**src/rtl/ir_queue.sv**
```systemverilog
// Instruction register fed by a DEPTH-entry prefetch FIFO; supplies an extended
// immediate and clears the queue and the current instruction on a flush.
module ir_queue #(
  parameter int WIDTH         = 8,
  parameter int DEPTH         = 4,
  parameter int IMM_WIDTH     = 4,
  parameter int IMM_OUT_WIDTH = 8,
  parameter int IMM_SIGNED    = 0
) (
  input  logic                         clk,
  input  logic                         RST,
  input  logic [WIDTH-1:0]             ir_in,
  input  logic                         in_valid,
  output logic                         in_ready,
  input  logic                         advance,
  input  logic                         flush,
  output logic [WIDTH-1:0]             ir_out,
  output logic                         ir_valid,
  output logic [IMM_OUT_WIDTH-1:0]     immediate,
  output logic [$clog2(DEPTH+1)-1:0]   count
);

  localparam int PW = $clog2(DEPTH);
  localparam int CW = $clog2(DEPTH+1);

  logic [WIDTH-1:0] mem_q [DEPTH];
  logic [PW-1:0]    rd_ptr_q, rd_ptr_d;
  logic [PW-1:0]    wr_ptr_q, wr_ptr_d;
  logic [CW-1:0]    count_q, count_d;
  logic [WIDTH-1:0] ir_out_q, ir_out_d;
  logic             ir_valid_q, ir_valid_d;
  logic             accept, load, empty, push, pop;

  // Handshake: a word transfers on an edge where in_valid && in_ready. in_ready
  // depends only on occupancy and flush, never on advance, so a full queue
  // cannot pop and accept through in the same cycle.
  always_comb begin
    in_ready   = (count_q < CW'(DEPTH)) && !flush;
    accept     = in_valid && in_ready;
    load       = !ir_valid_q || advance;
    empty      = (count_q == '0);
    push       = 1'b0;
    pop        = 1'b0;
    rd_ptr_d   = rd_ptr_q;
    wr_ptr_d   = wr_ptr_q;
    count_d    = count_q;
    ir_out_d   = ir_out_q;
    ir_valid_d = ir_valid_q;
    if (flush) begin
      rd_ptr_d   = '0;
      wr_ptr_d   = '0;
      count_d    = '0;
      ir_out_d   = '0;
      ir_valid_d = 1'b0;
    end else begin
      if (load) begin
        if (!empty) begin
          ir_out_d   = mem_q[rd_ptr_q];
          ir_valid_d = 1'b1;
          pop        = 1'b1;
          push       = accept;
        end else if (accept) begin
          // Empty queue: the incoming word goes straight to the register.
          ir_out_d   = ir_in;
          ir_valid_d = 1'b1;
        end else begin
          ir_valid_d = 1'b0;
        end
      end else begin
        push = accept;
      end
      if (push) wr_ptr_d = wr_ptr_q + PW'(1);
      if (pop)  rd_ptr_d = rd_ptr_q + PW'(1);
      if (push && !pop)      count_d = count_q + CW'(1);
      else if (pop && !push) count_d = count_q - CW'(1);
    end
  end

  always_ff @(posedge clk) begin
    if (push) mem_q[wr_ptr_q] <= ir_in;
  end

  always_ff @(posedge clk) begin
    if (RST) begin
      rd_ptr_q   <= '0;
      wr_ptr_q   <= '0;
      count_q    <= '0;
      ir_out_q   <= '0;
      ir_valid_q <= 1'b0;
    end else begin
      rd_ptr_q   <= rd_ptr_d;
      wr_ptr_q   <= wr_ptr_d;
      count_q    <= count_d;
      ir_out_q   <= ir_out_d;
      ir_valid_q <= ir_valid_d;
    end
  end

  assign ir_out   = ir_out_q;
  assign ir_valid = ir_valid_q;
  assign count    = count_q;

  generate
    if (IMM_OUT_WIDTH == IMM_WIDTH) begin : g_imm_none
      assign immediate = ir_out_q[IMM_WIDTH-1:0];
    end else if (IMM_SIGNED != 0) begin : g_imm_sext
      assign immediate = {{(IMM_OUT_WIDTH-IMM_WIDTH){ir_out_q[IMM_WIDTH-1]}},
                          ir_out_q[IMM_WIDTH-1:0]};
    end else begin : g_imm_zext
      assign immediate = {{(IMM_OUT_WIDTH-IMM_WIDTH){1'b0}}, ir_out_q[IMM_WIDTH-1:0]};
    end
  endgenerate

endmodule

```
**config.mk**
```make
export PLATFORM = sky130hd
export DESIGN_NAME = ir_queue
export DESIGN_NICKNAME = d
export VERILOG_FILES = /design/src/rtl/ir_queue.sv
export SDC_FILE = /design/constraint.sdc
export NUM_CORES = 1
export LEC_CHECK = 0
export ABC_CLOCK_PERIOD_IN_PS = 2500
export BUFFER_PORTS_ARGS = -buffer_cell sky130_fd_sc_hd__buf_2
export CORE_MARGIN = 2
export CORE_UTILIZATION = 50
export CTS_BUF_LIST = sky130_fd_sc_hd__clkbuf_16
export CTS_CLUSTER_SIZE = 8
export DETAILED_ROUTE_END_ITERATION = 7
export PLACE_DENSITY_LB_ADDON = 0.2
export SYNTH_ARGS = -nofsm -noshare
export SYNTH_HDL_FRONTEND = slang
export SYNTH_SLANG_ARGS = --single-unit
```
**constraint.sdc**
```tcl
create_clock -name clk -period 2.5 [get_ports clk]
set_clock_uncertainty 0.1 [all_clocks]
set_input_delay 0.375 -clock clk [delete_from_list [all_inputs] [get_ports clk]]
set_output_delay 0.375 -clock clk [all_outputs]
set_load 0.02 [all_outputs]
```
# --- Word level (Yosys, flattened, before mapping) ---
# Memory sizes are Yosys's and may differ from the RTL's. A register that Yosys moved wholly into a read port is not among the register bits.
# Cells that the tools add are included.
totals:
  register_bits: 16
  elab_cells: 42
  out_inout_bits: 21
  mem_count: 1
  ram_bits: 32
  in_bits: 13
  romBits: 0
  latchBits: 0
op_classes:
  n_mul: 0
  n_div: 0
  n_lt_le_gt_ge: 1
  reduce_logical: 13
  shifts: 0
  bitwise_logic: 0
  mux: 17
  n_eq_ne: 1
  n_addsub: 4
mem_list:
  columns: ["name", "depth", "width", "read_ports", "rd_clocked_by_memory_dff", "write_ports", "line_no", "text"]
  rows:
  - ["mem_q", 4, 8, 1, 1, 1, "26", "logic [WIDTH-1:0] mem_q [DEPTH];"]
ops:
  columns: ["cell", "n"]
  rows:
  - ["8-bit 2-to-1 mux", 2]
  - ["1-bit 2-to-1 mux", 11]
  - ["3-bit 2-to-1 mux", 2]
  - ["2-bit by 1-bit adder with 2-bit output (second input constant)", 2]
  - ["1-bit logical AND", 4]
  - ["1-bit zero test", 4]
  - ["2-bit 2-to-1 mux", 2]
  - ["3-bit by 1-bit adder with 3-bit output (second input constant)", 1]
  - ["3-bit zero test", 1]
  - ["3-bit less-than comparator (second input constant)", 1]
  - ["3-bit by 1-bit subtractor with 3-bit output (second input constant)", 1]
  - ["2-bit != test (second input constant)", 1]
  - ["2-bit AND reduction", 1]
  - ["2-bit nonzero test", 1]
  - ["2-bit OR reduction", 1]
  - ["1-bit logical OR", 1]

# --- Depth between registers and ports, before layout ---
logic_depth:
  word_depth: 10
  mapped_depth: 9
  mapped_depth_nobuf: 8

# --- Least setup slack after synthesis ---
# OpenSTA, ideal clock, no wires.
synth_path:
  kind: "flip-flop to flip-flop"
  startpoint: "register count_q[2], in the netlist count[2]"
  endpoint: "register count_q[2], in the netlist count[2]"
  setup_time_ns: 0.071
  t_required_ns: 2.329
  stages_incl_launch_ff: 9
  n_path_buf: 0
  setup_slack_ns: -0.118
  t_arrival_ns: 2.447
  period_less_slack_ns: 2.618
  path_cell_list: "dfxtp_1 > nor3_2 > a2111oi_4 > ha_1 > inv_1 > fa_1 > xor2_1 > or3_2 > a21oi_1"
synth_via:
  elab_chain_len: 9
  elab_cells_between_ends: 19
  cone_classes: "add/sub: 2; order compare: 1; mux: 8; reduce/logical: 8"
synth_lines:
  columns: ["item", "line_no", "text"]
  rows:
  - ["start, declared", "29", "logic [CW-1:0] count_q, count_d;"]
  - ["start signal, assigned", "93", "count_q <= count_d;"]
  - ["3-bit less-than comparator", "38", "in_ready = (count_q < CW'(DEPTH)) && !flush;"]
  - ["1-bit logical AND", "38", null]
  - ["1-bit logical AND", "39", "accept = in_valid && in_ready;"]
  - ["1-bit 2-to-1 mux", "57", "if (!empty) begin"]
  - ["1-bit 2-to-1 mux", "56", "if (load) begin"]
  - ["1-bit 2-to-1 mux", "49", "if (flush) begin"]
  - ["1-bit zero test", "75", "else if (pop && !push) count_d = count_q - CW'(1);"]
  - ["1-bit logical AND", "75", null]
  - ["2-bit nonzero test (no line)", null, null]
# Parallel ways exist; a longest one is shown, timed or not. The select of a mux whose other input is x is not followed.
# A chain may end at the register's enable or synchronous reset.

# --- Final worst setup path ---
# Ends and elaborated chain as after synthesis.

==> results_dict.tcl <==
set metrics [dict create \
    status "finished clean" \
    nFillCells 317 \
    synth_edf_count 32 \
    r2r_start "count[2]$_SDFFE_PP0P_" \
    hold_viol 0 \
    first_iter_violations 126 \
    diodes 0 \
    antenna_left 0 \
    p_per_area_nw_per_um2 1179 \
    fmax_ghz 0.4206 \
    io_buffers 29 \
    maxSlewHeadroom 0.6119 \
    end_kind "flop" \
    drcViolationCount 0 \
    path_clk_slew_ps 60 \
    start_kind "flop" \
    grt_pass1_vias 1163 \
    r2r_cells 8 \
    yosysMostFrequentCell "edfxtp_1" \
    rows 23 \
    slew_viol_final 0 \
    critPathMaxFanout 7 \
    grt_pass1_wl_um 5954 \
    min_from "ir_in[1]" \
    worst_pin_slew_ps 581.4 \
    crit_required_ps 2610 \
    synth_warnings 0 \
    period_needed_ps 2377 \
    drv_cap 0 \
    ys_types 31 \
    vias_per_cell 5.162 \
    antenna_found_initial 0 \
    drt-total-wl_um 3670 \
    core_area_um2 4058 \
    synth_top_area_cell "edfxtp_1" \
    setup_tns_ps 0 \
    area_growth_syn_to_layout_pct 14.37 \
    finalCritPeriodShare 0.9510 \
    ys_seq_area_frac 0.6219 \
    post-dp-hpwl_um 2449 \
    ys_top_cells_by_area "edfxtp_1 45%, dfxtp_1 17%, mux4_2 8.5%" \
    dieArea_um2 4787 \
    critPathLaunch "count[2]$_SDFFE_PP0P_" \
    grt_max_degree 18 \
    ys_ff_latch 50 \
    place_ws_ps -6.788 \
    cp.arrival_ps 2490 \
    cts_sinks 50 \
    syn-cell-area_um2 2125 \
    seqCellArea_um2 1334 \
    dieWidth_um 69.19 \
    die_y_um 69.19 \
    hp-class "in -> reg" \
    rrSetupSlack_ps 120 \
    grt_setup_unrepaired "false" \
    setup_ws_ps 122.5 \
    synthTopCellsByCount "32 x edfxtp_1, 18 x dfxtp_1, 17 x nand2_1, 16 x nor2_1" \
    gp_congestion 0.7654 \
    wire_per_inst_um 16.10 \
    via_count 1177 \
    p_leak_nw 0.9257 \
    io_pins 34 \
    finalPower_w 0.002865 \
    crit_end "count[2]$_SDFFE_PP0P_" \
    cts_tree "done" \
    cts_buffer_depth 2 \
    worstSetupPathType "reg -> reg" \
    cts_root_buf "clkbuf_16" \
    synthCells 148 \
    layout-drive-gt1-share 0.3652 \
    ys.flop_type "edfxtp_1" \
    cts_buffers 5 \
    avgSynthCellArea_um2 14.35 \
    holdWs_ps 220.0 \
    clk_latency_ps 280 \
    layout.nets 196 \
    synthArstFlopShare 0 \
    start_util 0.5236 \
    cts_htree_levels 2 \
    grt_usage 0.1693 \
    first_pass_iters 4 \
    multi_input_area_um2 698.2 \
    finalSetupViolCount 0 \
    max-vdd-ir-drop_uv 503.8 \
    netlist.area_leader.share 0.4523 \
    rr_endpoint "count[2]$_SDFFE_PP0P_" \
    grt-ovfl-total 0 \
]
[worst max-delay path: stages, from the launching register on]
cell	delay, ps
dfxtp_4	370
or3_1	400
nand2_1	120
ha_2	190
inv_1	50
fa_1	370
xor2_1	160
or3_2	410
a21oi_1	140
[how the worst min path moves through the flow]
| stage | end | slack [ps] | cells past startpoint |
|---|---|---|---|
| global placement | ir_out[2]$_SDFFE_PP0P_ | 390 | 2 |
| floorplan | mem_q[0][0]$_DFFE_PP_ | 370 | 0 |
| detailed placement | ir_out[6]$_SDFFE_PP0P_ | 400 | 2 |
| global route | mem_q[3][0]$_DFFE_PP_ | 220 | 1 |
| CTS | mem_q[3][4]$_DFFE_PP_ | 220 | 1 |
| finish | mem_q[1][1]$_DFFE_PP_ | 220 | 1 |
[repair_timing]
| action | 4_1_cts | 5_1_grt |
|---|---|---|
| setup buffers | 0 | 1 |
| endpoints found under the setup margin | 0 | 1 |
| resized for setup | 0 | 1 |
| hold buffers | 0 | 0 |
[kinds of logic after synthesis]
family	after synthesis	share of synthesized area
AO/OA/AOI/OAI	13	0.06832
other	1	0.001765
buffers and inverters	19	0.05595
XOR/XNOR	5	0.02061
flip-flops	50	0.6219
adder cells (fa/ha/maj)	6	0.03887
multiplexers	10	0.09423
AND/OR/NAND/NOR	44	0.09836
[per-stage QoR]
step	instances	utilization	instance area (µm²)
floorplan	151	-	2148
global placement	219	0.5624	2282
detailed placement	219	0.5624	2282
CTS	227	0.5964	2420
global route	228	0.5988	2430
finish	228	0.5988	2430
[placed cells by master (no fill, tap or decap)]
master,netlist,layout
edfxtp_1,32,32
buf_2,2,29
nand2_1,17,17
nor2_1,16,16
dfxtp_1,18,14
mux4_2,8,8
a311oi_1,6,6
inv_1,4,5
clkbuf_16,0,5
buf_4,8,5
and2_2,4,4
xor2_1,4,4
ha_1,5,4
conb_1,1,4
dfxtp_4,0,3
a311oi_2,2,2
mux2i_1,2,2
nor3_2,1,1
nand2b_4,1,1
a2111oi_4,1,1
or3_1,1,1
nand2b_1,1,1
a21boi_4,1,1
or2_2,1,1
xnor2_1,1,1
nand3_1,1,1
o21ai_0,1,1
or3_2,1,1
a21oi_1,1,1
a31oi_1,1,1
fa_1,1,1
ha_2,0,1
clkinv_2,0,1
clkinv_1,0,1
dfxtp_2,0,1
[report_power, final]
part | switching, W | internal (W)
sequential | 0.000102 | 0.00100
clock | 0.000277 | 0.000362
combinational | 0.000671 | 0.000452
[per-layer routing]
| layer | GRT usage | vias to the layer above | share of wire |
|---|---|---|---|
| met1 | 0.2074 | 561 | 0.43 |
| met3 | 0.04942 | 6 | 0.045 |
| met5 | 0 | - | 0 |
| met2 | 0.2799 | 30 | 0.50 |
| met4 | 0.07190 | 0 | 0.018 |
| li1 | - | 580 | - |
[cell type report]
type | instances | share of cell area
sequential | 50 | 0.5489
multi-input combinational | 82 | 0.2873
timing repair buffer | 34 | 0.07518
clock buffer | 5 | 0.05149
tap | 50 | 0.02575
inverter | 4 | 0.006179
clock inverter | 3 | 0.005149
[flip-flops by register name (all words and copies together) (netlist names), named ones only]
| register | count |
|---|---|
| count | 3 |
| wr_ptr_q | 2 |
| ir_valid | 1 |
| rd_ptr_q | 2 |
| mem_q | 32 |
| ir_out | 8 |
Note: power is estimated with default switching activity, not from simulation.
